`src/rtl/msk_demod_pkg.sv`:
```
// ---------------------------------------------------------------------------
// msk_demod_pkg
// Shared types and constants for the MSK demodulator bit-decision slice.
//   sync_type_t   : kind of the most recent accepted timing strobe
//   SYNC_HALF_PER : nominal clocks between an I and the following Q strobe
//   IVL_W         : width of the strobe interval counter (saturates at 63)
//   LOCK_CNT_DEF  : default number of consecutive good strobes for lock
//   TOL_DEF       : default accepted interval deviation in clocks
// ---------------------------------------------------------------------------
package msk_demod_pkg;

    typedef enum logic [1:0] {
        SYNC_NONE = 2'd0,
        SYNC_I    = 2'd1,
        SYNC_Q    = 2'd2
    } sync_type_t;

    localparam int SYNC_HALF_PER = 16;
    localparam int IVL_W         = 6;
    localparam int LOCK_CNT_DEF  = 8;
    localparam int TOL_DEF       = 2;

endpackage

```
`src/rtl/msk_sync_lock.sv`:
```
// ---------------------------------------------------------------------------
// msk_sync_lock
// Watches the I/Q decision strobes for spacing and alternation, and derives
// timing lock plus a one-clock protocol-error pulse.
// Ports:
//   clk, rst      : clock, asynchronous active-high reset
//   isync_i       : I decision strobe
//   qsync_i       : Q decision strobe
//   lock_o        : registered, high while good_cnt == LOCK_CNT
//   sync_err_o    : registered one-clock pulse on repeated-type or
//                   simultaneous strobes
// ---------------------------------------------------------------------------
module msk_sync_lock
    import msk_demod_pkg::*;
#(
    parameter int HALF_PER = SYNC_HALF_PER,
    parameter int TOL      = TOL_DEF,
    parameter int LOCK_CNT = LOCK_CNT_DEF
) (
    input  logic clk,
    input  logic rst,
    input  logic isync_i,
    input  logic qsync_i,
    output logic lock_o,
    output logic sync_err_o
);

    localparam int CNT_W  = $clog2(LOCK_CNT + 1);
    localparam int WIN_LO = HALF_PER - TOL;
    localparam int WIN_HI = HALF_PER + TOL;

    localparam logic [IVL_W-1:0] IVL_MAX = '1;
    localparam logic [CNT_W-1:0] CNT_MAX = CNT_W'(LOCK_CNT);

    logic [IVL_W-1:0] ivl_q, ivl_d;
    logic [CNT_W-1:0] good_q, good_d;
    sync_type_t       last_q, last_d;
    logic             lock_q, lock_d;
    logic             err_q, err_d;

    logic             accept;
    logic             clash;
    logic             in_win;
    sync_type_t       cur_type;

    function automatic logic [IVL_W-1:0] ivl_inc(input logic [IVL_W-1:0] v);
        return (v == IVL_MAX) ? v : v + 1'b1;
    endfunction

    function automatic logic [CNT_W-1:0] good_inc(input logic [CNT_W-1:0] v);
        return (v >= CNT_MAX) ? CNT_MAX : v + 1'b1;
    endfunction

    always_comb begin
        accept   = isync_i ^ qsync_i;
        clash    = isync_i & qsync_i;
        cur_type = isync_i ? SYNC_I : SYNC_Q;
        // Saturated ivl (63) is always beyond WIN_HI, so long gaps fail here.
        in_win   = (int'(ivl_q) >= WIN_LO) && (int'(ivl_q) <= WIN_HI);

        ivl_d  = ivl_inc(ivl_q);
        last_d = last_q;
        good_d = good_q;
        err_d  = 1'b0;

        if (clash) begin
            // Illegal strobe pair: timing history is frozen, only lock is lost.
            ivl_d  = ivl_q;
            good_d = '0;
            err_d  = 1'b1;
        end else if (accept) begin
            ivl_d  = IVL_W'(1);
            last_d = cur_type;
            if (last_q == SYNC_NONE) begin
                good_d = good_q;
            end else if (last_q == cur_type) begin
                good_d = '0;
                err_d  = 1'b1;
            end else if (in_win) begin
                good_d = good_inc(good_q);
            end else begin
                good_d = '0;
            end
        end

        lock_d = (good_d == CNT_MAX);
    end

    always_ff @(posedge clk or posedge rst) begin
        if (rst) begin
            ivl_q  <= '0;
            good_q <= '0;
            last_q <= SYNC_NONE;
            lock_q <= 1'b0;
            err_q  <= 1'b0;
        end else begin
            ivl_q  <= ivl_d;
            good_q <= good_d;
            last_q <= last_d;
            lock_q <= lock_d;
            err_q  <= err_d;
        end
    end

    assign lock_o     = lock_q;
    assign sync_err_o = err_q;

endmodule

```
`src/rtl/msk_bit_decision.sv`:
```
// ---------------------------------------------------------------------------
// msk_bit_decision
// MSK demodulator bit-decision stage: slices the sign of the I or Q matched
// filter output at its strobe and emits an interleaved serial bit stream.
// Ports:
//   clk, rst  : clock, asynchronous active-high reset
//   di, dq    : signed I/Q filtered samples (DW bits, two's complement)
//   isync     : one-clock I decision strobe
//   qsync     : one-clock Q decision strobe
//   dout      : registered decided bit, holds between strobes
//   dout_vld  : one-clock qualifier for dout
//   lock      : strobe timing locked
//   sync_err  : one-clock pulse on a strobe protocol violation
// Build option:
//   MSK_DIFF_DEC_EN : when defined, dout = raw ^ previous raw bit
// ---------------------------------------------------------------------------
module msk_bit_decision
    import msk_demod_pkg::*;
#(
    parameter int DW       = 16,
    parameter int HALF_PER = SYNC_HALF_PER,
    parameter int TOL      = TOL_DEF,
    parameter int LOCK_CNT = LOCK_CNT_DEF
) (
    input  logic                 clk,
    input  logic                 rst,
    input  logic signed [DW-1:0] di,
    input  logic signed [DW-1:0] dq,
    input  logic                 isync,
    input  logic                 qsync,
    output logic                 dout,
    output logic                 dout_vld,
    output logic                 lock,
    output logic                 sync_err
);

    logic accept;
    logic raw;
    logic bit_d;
    logic dout_q, dout_d;
    logic vld_q, vld_d;

    // Only the sign bits carry decision information.
    logic unused_mag;
    assign unused_mag = ^{di[DW-2:0], dq[DW-2:0]};

    always_comb begin
        accept = isync ^ qsync;
        // Zero slices to 1: the decision is the inverted sign bit.
        raw    = isync ? ~di[DW-1] : ~dq[DW-1];
    end

`ifdef MSK_DIFF_DEC_EN
    logic prev_q;

    always_comb bit_d = raw ^ prev_q;

    always_ff @(posedge clk or posedge rst) begin
        if (rst) begin
            prev_q <= 1'b0;
        end else if (accept) begin
            prev_q <= raw;
        end
    end
`else
    always_comb bit_d = raw;
`endif

    always_comb begin
        vld_d  = accept;
        dout_d = accept ? bit_d : dout_q;
    end

    always_ff @(posedge clk or posedge rst) begin
        if (rst) begin
            dout_q <= 1'b0;
            vld_q  <= 1'b0;
        end else begin
            dout_q <= dout_d;
            vld_q  <= vld_d;
        end
    end

    msk_sync_lock #(
        .HALF_PER (HALF_PER),
        .TOL      (TOL),
        .LOCK_CNT (LOCK_CNT)
    ) u_sync_lock (
        .clk        (clk),
        .rst        (rst),
        .isync_i    (isync),
        .qsync_i    (qsync),
        .lock_o     (lock),
        .sync_err_o (sync_err)
    );

    assign dout     = dout_q;
    assign dout_vld = vld_q;

endmodule

```
`config.mk`:
```
export PLATFORM = sky130hd
export DESIGN_NAME = msk_bit_decision
export DESIGN_NICKNAME = d
export VERILOG_FILES = /design/src/rtl/msk_demod_pkg.sv /design/src/rtl/msk_sync_lock.sv /design/src/rtl/msk_bit_decision.sv
export SDC_FILE = /design/constraint.sdc
export NUM_CORES = 1
export LEC_CHECK = 0
export CAP_MARGIN = 40
export CORE_MARGIN = 1
export CORE_UTILIZATION = 44
export DETAILED_ROUTE_END_ITERATION = 6
export PLACE_DENSITY = 0.83
export SLEW_MARGIN = 30
export SYNTH_ARGS = -nofsm -noshare
export SYNTH_HDL_FRONTEND = slang
export SYNTH_HIERARCHICAL = 1
export SYNTH_SLANG_ARGS = --single-unit
export TNS_END_PERCENT = 20
```
`constraint.sdc`:
```
create_clock -name clk -period 4.11 [get_ports clk]
set_input_delay 0.822 -clock clk [delete_from_list [all_inputs] [get_ports clk]]
set_output_delay 0.822 -clock clk [all_outputs]
set_load 0.01 [all_outputs]
```
# Word level (Yosys, flattened, before mapping)
# Cells that the tools add are included.
[totals]
register_bits = 16
input_bits = 36
output_inout_bits = 4
word_cells = 39
[op_classes]
add_sub_neg = 2
order_cmp = 3
eq_ne = 4
n_mux = 14
bitwise = 5
reduce_logical = 4
[op_table]
columns = ["cell", "count"]
rows = [
  ["$mux W4", 6],
  ["$mux W6", 2],
  ["$add A6 B1 Y6 const B", 1],
  ["$eq A6 B6 Y1 const B", 1],
  ["$ge A6 B4 Y1 const B", 1],
  ["$le A6 B5 Y1 const B", 1],
  ["$mux W1", 5],
  ["$add A4 B1 Y4 const B", 1],
  ["$eq A4 B4 Y1 const B", 1],
  ["$ge A4 B4 Y1 const B", 1],
  ["$reduce_and A2 Y1", 2],
  ["$not A1 Y1", 3],
  ["$eq A2 B2 Y1", 1],
  ["$logic_not A2 Y1", 1],
  ["$mux W2", 1],
  ["$ne A2 B2 Y1 const B", 1],
  ["$and A1 B1 Y1", 1],
  ["$logic_and A1 B1 Y1", 1],
  ["$xor A1 B1 Y1", 1],
]

# Longest topological paths before layout
# Gate-level depths: netlist of run 1.
[logic_depth]
word_depth = 8
mapped_depth = 7
depth_no_buf = 6

# Hierarchy
# The synthesis of run 1 kept the hierarchy.
[by_module_without_submodules]
columns = ["module", "n_inst", "cells_each", "area_each_um2", "seq_area_each_um2"]
rows = [
  ["msk_sync_lock", 1, 81, 849.6, 350.3],
  ["msk_bit_decision", 1, 7, 87.6, 50.0],
]

# Least setup slack after synthesis of run 1
# No wires, ideal clock.
[synth_timing]
path_kind = "input to register"
start = "input port isync"
end = "register u_sync_lock.lock_q (netlist: u_sync_lock/lock_o)"
setup_time_ns = 0.138
t_arrival_ns = 2.073
required_time_ns = 3.972
slack_ns = 1.898
stages = 5
n_path_buf = 0
path_cell_list = "ha_1 > o21ai_2 > or4b_1 > o311ai_0 > nor4b_2"
[synth_between]
elab_chain_len = 7
word_cells_on_any_way = 9
cone_classes = "2 x eq/ne; 5 x mux; 2 x bitwise"
[synth_rtl]
columns = ["element", "line", "text"]
rows = [
  ["start: declaration", "msk_bit_decision.sv:29", "input logic isync,"],
  ["$mux W2", "msk_sync_lock.sv:57", "cur_type = isync_i ? SYNC_I : SYNC_Q;"],
  ["$eq A2 B2 Y1", "msk_sync_lock.sv:76", "end else if (last_q == cur_type) begin"],
  ["$mux W4", "msk_sync_lock.sv:76", ""],
  ["$mux W4", "msk_sync_lock.sv:74", "if (last_q == SYNC_NONE) begin"],
  ["$mux W4", "msk_sync_lock.sv:71", "end else if (accept) begin"],
  ["$mux W4 *", "msk_sync_lock.sv:66", "if (clash) begin"],
  ["$eq A4 B4 Y1 *", "msk_sync_lock.sv:86", "lock_d = (good_d == CNT_MAX);"],
  ["via u_sync_lock.lock_d", "msk_sync_lock.sv:38", "logic lock_q, lock_d;"],
  ["end signal: assignment", "msk_sync_lock.sv:100", "lock_q <= lock_d;"],
  ["end: declaration", "msk_sync_lock.sv:38", ""],
]
# Mark *: on every way through the listed nets, which the timed path passes. The rest lies on a longest branch.
# A chain may end at the register's enable or synchronous reset.

# Worst setup path after layout of run 1
# Same ends and word-level chain as after synthesis.

==> run metrics, run 1 <==
HP Class reg -> reg; ANT nets after route 0; worst reg2reg endpoint u_sync_lock/lock_o; Synth cell types 36; final worst-path cycle share 70.4%; maximum clock frequency 0.345 GHz; Logic pwr share 22.8%; Root Buffer clkbuf_4; row cnt 16; R2R depth 6; post-DR wirelength/cell 14.1 um; post-CTS sizing 0; Post-DP Area 1040 um2; final WL 1760 um; synth-to-layout area growth 15.1%; die area 2320 um2; Leakage 0.442 nW; cell-internal power 0.000274 W; largest net degree at the start of global routing 17; clk_lat worst skew 0.29 ns; Critical Path RT 4.31 ns; port bufs 9; area share of the largest cell type after synthesis 42.7%; Async SR Flop Fraction 100%; Util after Layout 54.4%; setup ws final 1.22 ns; worst slack at placement 0.948 ns; first drt pass iteration count 4; Longest Clk Path Bufs 2; WS Path Type in -> reg; status complete, no violations; GRT Overall Usage 17.9%; count leader, synth dfrtp_1; clock network fraction of design power 26.1%; worst-margin pin slew 0.545 ns; mean post-synth cell area 10.6 um2; first-pass GRT wire length 2820 um; Final Cell Area 1080 um2; WHS Path Cells 1; Synth Warn # 6; CP max FO 16; switching power of the nets 0.000134 W; final max-slew violation count 0; Main synth FF type dfrtp_1; Sequential Power Share 51.1%; top cell type by total area after synthesis dfrtp_1; RR Startpoint u_sync_lock/ivl_q[0]; share of cells above drive strength 1 15.3%; H-tree depth 1; unrepaired setup endpoints after global routing no; # nets final 140; Critical Path End Type register; clock skew 0.00168 ns; RD Place Congestion 0.720; TritonCTS clock tree yes; Worst-path clk slew 0.10 ns; crit start category primary input; CTS hold repair buffers 0; initial detailed-routing violation count 20; core area 1980 um2; global route overflow 0; Top-Level Pins 40; most instantiated cells after synthesis 16 x dfrtp_1, 7 x inv_1, 6 x nor2_1; Die Wd 48.2 um; CP arrival 3.10 ns; CTS Sinks 16; CTS buffer count 3; initial antenna violation count 0; vias 743; post-CTS setup buffer count 0; Starting Density 47.3%; Sw Share 32.8%; syn_nets 129; DRC 0; WHS Endpoint u_sync_lock/ivl_q[5]; Synth Register Bits 16; vias per cell 5.94; vias in the first global route 685; setup slack, reg-to-reg 2.36 ns; worst vdd ir 0.226 mV; Synth Cell Area 937 um2; Die Y 48.2 um; DP HPWL 1240 um; final setup violation count 0; total negative slack 0 ns; max-cap viol count 0; hold_sp u_sync_lock/ivl_q[5]; sequential area share after synthesis 42.7%; slew margin rel. 63.7%; diode count 0; Post-synth EDFFs 0; pwr dens 378 nW/um2; final hold vios 0; synth top area cells dfrtp_1 43%, ha_1 6.7%, o31ai_4 4.5%; crit path time final 2.89 ns; Gate Count Post-Synth 88
[cell type report]
| cell class | count | area, um2 |
|---|---|---|
| Timing Repair Buffer | 9 | 90.1 |
| Fill cell | 166 | 903 |
| Multi-Input combinational cell | 62 | 492 |
| Clock buffer | 4 | 36.3 |
| Tap cell | 27 | 33.8 |
| Sequential cell | 16 | 400 |
| Inverter | 7 | 26.3 |
[layout by cell type, fill, tap and decap left out, types with 2 or more instances in the layout]
master	n
nand2_1	5
ha_1	5
o211a_1	2
a21oi_1	3
nor2_1	6
clkbuf_4	3
clkdlybuf4s50_1	9
o21ai_1	5
o31ai_4	2
inv_1	7
dfrtp_1	16
o41ai_1	2
o21ai_0	5
nand3_1	4
nand3b_1	2
[through the flow]
step | hold slack, ns | instances | total power (W)
2_1_floorplan | 0.473 | 88 | 0.000279
3_3_place_gp | 0.506 | 121 | 0.000294
3_5_place_dp | 0.515 | 121 | 0.000303
4_1_cts | 0.531 | 125 | 0.000409
5_1_grt | 0.550 | 125 | 0.000428
6_report | 0.531 | 125 | 0.000407
[worst max-delay path: stages]
cell and delay [ns]:
clkdlybuf4s50_1 0.53, ha_1 0.70, o21ai_2 0.16, o21ai_0 0.34, o311ai_0 0.24, nor4b_2 0.30
[per-layer routing]
metal	track usage [%]	up-vias	wire length, um
met1	22.6	360	799
met2	27.2	29	829
met3	2.22	8	73
li1	-	346	-
met4	15.0	0	60
met5	0	-	0
[registers in the layout (all words and copies together), names as in the netlist]
name / cells
u_sync_lock/ivl_q: 6
dout: 1
dout_vld: 1
u_sync_lock/lock_o: 1
u_sync_lock/good_q: 4
u_sync_lock/sync_err_o: 1
u_sync_lock/last_q: 2
[power groups by stage]
stage	clock, W	sequential [W]	combinational [W]
final	0.000106	0.000208	0.0000928
after global routing	0.000114	0.000212	0.000102
after CTS	0.000108	0.000208	0.0000932
after detailed placement	0	0.000211	0.0000927
after global placement	0	0.000208	0.0000860
after floorplan	0	0.000200	0.0000791
[worst max path at each step]
stage | from | to | slack (ns)
floorplan | isync | u_sync_lock/lock_o | 1.90
global placement | isync | u_sync_lock/lock_o | 0.99
detailed placement | isync | u_sync_lock/lock_o | 0.95
CTS | isync | u_sync_lock/lock_o | 1.26
global route | isync | u_sync_lock/lock_o | 1.08
finish | isync | u_sync_lock/lock_o | 1.22
[cells by family (layout without fill, tap and decap cells)]
logic type | after synthesis | in the layout | share of synthesized area [%]
AOI/OAI and AO/OA | 29 | 29 | 27.4
xor gates and xnor gates | 1 | 1 | 0.935
adders and majority gates | 5 | 5 | 6.68
buffers and inverters | 10 | 20 | 4.81
DFF | 16 | 16 | 42.7
muxes | 1 | 1 | 1.20
and+or+nand+nor | 26 | 26 | 16.3
No activity file was read; power rests on OpenSTA's default activity.
==> run 2: changes to the inputs <==
- CORE_UTILIZATION: 44 -> 37
- PLACE_DENSITY: 0.83 -> 0.74
- clock period: 4.11 -> 2.4 ns (I/O delays scaled with it)
==> run 2 against run 1 <==
  * Combinational power grew 78%
  * Clock power grew 34%
  * Cell count grew 3.2%
  * Clock skew grew 0.0044 ns
  * Final area grew 1.6%
  * Global-route usage shrank 2.2 points
  * Sequential cell count is the same
  * Critical path depth is the same
  * Die area grew 18%
  * Largest cell class unchanged
==> run metrics, run 2 (synthesized netlist as in run 1, its figures left out) <==
Die Y 52.3 um; core area 2300 um2; share of cells above drive strength 1 17.8%; port bufs 9; RD Place Congestion 0.751; unrepaired setup endpoints after global routing no; CTS buffer count 3; hold_ws 0.362 ns; Reg with most FFs u_sync_lock/ivl_q; final WL 1780 um; Longest Clk Path Bufs 2; synth-to-layout area growth 17.0%; Post-Layout Cell Count 129; die area 2740 um2; worst-margin pin slew 0.546 ns; DRC 0; Worst-path clk slew 0.10 ns; clk_lat worst skew 0.28 ns; Setup crit end u_sync_lock/lock_o; pwr dens 604 nW/um2; worst vdd ir 0.280 mV; CP arrival 2.15 ns; crit path time final 1.99 ns; status complete, no violations; Leakage 0.454 nW; post-DR wirelength/cell 13.8 um; Critical Path End Type register; Top-Level Pins 40; vias per cell 5.71; worst reg2reg endpoint u_sync_lock/lock_o; Fill cells 209; Critical Path Max Stage Delay 0.55 ns; leading cell type in the layout, fill and taps excluded dfrtp_1; CTS Sinks 16; vias in the first global route 715; final max-slew violation count 0; clock skew 0.00608 ns; Crit path max-delay family simple AND/OR/NAND/NOR gates; initial detailed-routing violation count 16; Util after Layout 47.7%; Critical Path Slowest Stage Cell or4b_1; TritonCTS clock tree yes; RR Startpoint u_sync_lock/ivl_q[0]; max-cap viol count 0; DP HPWL 1330 um; worst-path cell chain clkdlybuf4s50_1 -> ha_1 -> o21ai_2 -> or4b_1 -> o311ai_0 -> nor4b_2; Starting Density 40.8%; commonest cells after routing, fill and taps aside 16 x dfrtp_1, 9 x clkdlybuf4s50_1, 7 x inv_1; row cnt 17; dpl cells 126; top flop regs u_sync_lock/ivl_q: 6 flops, u_sync_lock/good_q: 4 flops, u_sync_lock/last_q: 2 flops; final hold vios 0; crit start category primary input; first-pass GRT wire length 3190 um; slew margin rel. 63.6%; post-CTS sizing 0; diode count 0; maximum clock frequency 0.502 GHz; post-CTS setup buffer count 0; Root Buffer clkbuf_4; # nets final 144; Crit path depth 6; final worst-path cycle share 83.0%; setup slack, reg-to-reg 0.64 ns; largest net degree at the start of global routing 15; HP Class in -> async; max reg flops 6; H-tree depth 1; CTS hold repair buffers 0; ANT nets after route 0; final setup violation count 0; CP max FO 4; global route overflow 0; total negative slack 0 ns; Worst Setup SP isync; Die Wd 52.3 um; initial antenna violation count 0; vias 737; GRT Overall Usage 15.8%; CP bufs+invs 1; R2R depth 6; first drt pass iteration count 4; Power, Total 0.000662 W; WS Path Type in -> reg; Critical Path RT 2.55 ns
run 2: cell count changes in the layout (fill, tap and decap cells not counted), sizes merged:
cell / change
buf: +4
clkbuf: -1
run 2: area by class of cell:
class / count / area [um2] / share of cell area (%)
Clock buffer: 3 / 22.5 / 2.05
Inverter: 7 / 26.3 / 2.40
Multi-Input combinational cell: 62 / 492 / 44.9
Sequential cell: 16 / 400 / 36.5
Tap cell: 28 / 35.0 / 3.20
Timing Repair Buffer: 13 / 120 / 11.0
run 2: where the power goes:
group | internal (W) | leakage, nW | switching [W]
sequential | 0.000304 | 0.208 | 0.0000506
clock | 0.0000582 | 0.0138 | 0.0000837
combinational | 0.0000764 | 0.233 | 0.0000889
run 2: worst min-delay path by stage:
| stage | from | cells after the start | to |
|---|---|---|---|
| after floorplan | rst | 1 | dout |
| after global placement | u_sync_lock/ivl_q[5] | 1 | u_sync_lock/ivl_q[5] |
| after global routing | rst | 2 | dout_vld |
| final | rst | 2 | dout_vld |
| after detailed placement | u_sync_lock/ivl_q[5] | 1 | u_sync_lock/ivl_q[5] |
| after CTS | rst | 2 | dout |
run 2: stage by stage:
step           worst slack, ns  cell area (um2)
2_1_floorplan            0.530              937
3_3_place_gp             0.136             1070
3_5_place_dp             0.115             1070
4_1_cts                  0.413             1100
5_1_grt                  0.338             1100
6_report                 0.407             1100
run 2: layer usage:
metal	track usage [%]	part of all wire [%]	vias up	routed length, um
li1	-	-	354	-
met1	20.5	45	369	806
met2	26.2	51	10	914
met3	2.61	1.7	4	31
met4	5.26	1.4	0	25
met5	0	0	-	0
==> run 3: changes to the inputs <==
- CORE_UTILIZATION: 37 -> 41
- PLACE_DENSITY: 0.74 -> 0.78
- clock period: 2.4 -> 2 ns (I/O delays scaled with it)
==> run 3 against run 2 <==
  * Routed wire length rose by 1.7%
  * Clock skew fell by 0.0021 ns
  * Hold slack got worse by 0.083 ns
  * Combinational power is 28% higher
  * Sequential power grew 20%
  * Critical path type unchanged
==> run metrics, run 3 (synthesized netlist as in run 1, its figures left out) <==
top flop regs u_sync_lock/ivl_q: 6 flops, u_sync_lock/good_q: 4 flops, u_sync_lock/last_q: 2 flops; Worst-path clk slew 0.10 ns; dpl cells 131; Final Cell Area 1170 um2; pwr dens 734 nW/um2; post-CTS setup buffer count 0; HP Class in -> async; Starting Density 45.4%; Die Wd 49.8 um; DP HPWL 1330 um; initial detailed-routing violation count 6; DRC 0; Critical Path RT 2.16 ns; die area 2480 um2; initial antenna violation count 0; R2R depth 6; max-cap viol count 0; TritonCTS clock tree yes; final WL 1810 um; Longest Clk Path Bufs 2; Top-Level Pins 40; final worst-path cycle share 95.8%; max reg flops 6; Post-Layout Cell Count 135; share of cells above drive strength 1 24.1%; RD Place Congestion 0.759; vias in the first global route 718; crit path time final 1.92 ns; slew margin rel. 63.9%; largest net degree at the start of global routing 15; row cnt 16; worst-margin pin slew 0.541 ns; hold_ws 0.280 ns; Leakage 0.489 nW; CTS hold repair buffers 0; Post-DP Area 1120 um2; Critical Path End Type register; worst vdd ir 0.357 mV; port bufs 9; Reg with most FFs u_sync_lock/ivl_q; maximum clock frequency 0.522 GHz; WS Path Type in -> reg; Root Buffer clkbuf_4; Fill cells 172; post-DR wirelength/cell 13.4 um; clock skew 0.00399 ns; CP arrival 2.07 ns; post-CTS sizing 0; setup ws final 0.0845 ns; core area 2060 um2; final setup violation count 0; final hold vios 0; clk_lat worst skew 0.29 ns; Die Y 49.8 um; diode count 0; leading cell type in the layout, fill and taps excluded dfrtp_1; first-pass GRT wire length 3020 um; unrepaired setup endpoints after global routing no; status complete, no violations; vias per cell 5.61; worst slack at placement -0.262 ns; first drt pass iteration count 4; ANT nets after route 0; # nets final 150; CTS Sinks 16; commonest cells after routing, fill and taps aside 16 x dfrtp_1, 10 x buf_4, 9 x clkdlybuf4s50_1; Util after Layout 56.6%; crit start category primary input; synth-to-layout area growth 24.4%; H-tree depth 1; GRT Overall Usage 16.0%; global route overflow 0; CTS buffer count 3; vias 757; CP max FO 4; final max-slew violation count 0
run 3: changes by cell type in the layout (fill, tap and decap cells not counted):
| cell | previous run | this run |
|---|---|---|
| ha_1 | 5 | 4 |
| buf_4 | 4 | 10 |
| ha_4 | 0 | 1 |
| clkbuf_8 | 0 | 1 |
run 3: final timing paths:
path	from	to	slack, ns
worst max-delay path	qsync	u_sync_lock/lock_o	0.08
worst min-delay path	rst	dout_vld	0.28
worst max register to register	u_sync_lock/ivl_q[0]	u_sync_lock/lock_o	0.26
worst min register to register	u_sync_lock/ivl_q[5]	u_sync_lock/ivl_q[5]	0.53
max in group asynchronous	rst	u_sync_lock/ivl_q[0]	1.17
min in group clk	u_sync_lock/ivl_q[5]	u_sync_lock/ivl_q[5]	0.53
run 3: final cells by class:
type / instances / area, um2 / share of cell area (%)
Clock buffer: 4 / 36.3 / 3.11
Inverter: 7 / 26.3 / 2.25
Multi-Input combinational cell: 62 / 504 / 43.2
Sequential cell: 16 / 400 / 34.3
Tap cell: 27 / 33.8 / 2.90
Timing Repair Buffer: 19 / 165 / 14.2
run 3: power breakdown:
part           internal [W]  switching (W)  leakage, nW  total [W]
clock              0.000111       0.000108       0.0210   0.000219
sequential         0.000365      0.0000602        0.208   0.000426
combinational      0.000105       0.000106        0.261   0.000212
run 3: per-stage QoR:
stage / power [W] / TNS [ns]
2_1_floorplan: 0.000573 / 0
3_3_place_gp: 0.000626 / -0.774
3_5_place_dp: 0.000638 / -1.08
4_1_cts: 0.000853 / 0
5_1_grt: 0.000914 / 0
6_report: 0.000856 / 0
run 3: routing by layer:
metal	GRT usage [%]	routed length, um	vias to the layer above	part of all wire, %
met5	0	0	-	0
met4	7.14	19	0	1.1
met3	1.85	20	2	1.1
met2	28.4	955	6	53
met1	19.1	812	378	45
li1	-	-	371	-
run 3: worst max-delay path, cell delays in order:
cell and delay, ns:
clkdlybuf4s50_1 0.47, ha_4 0.32, o21ai_2 0.07, or4b_1 0.56, o311ai_0 0.14, nor4b_2 0.11
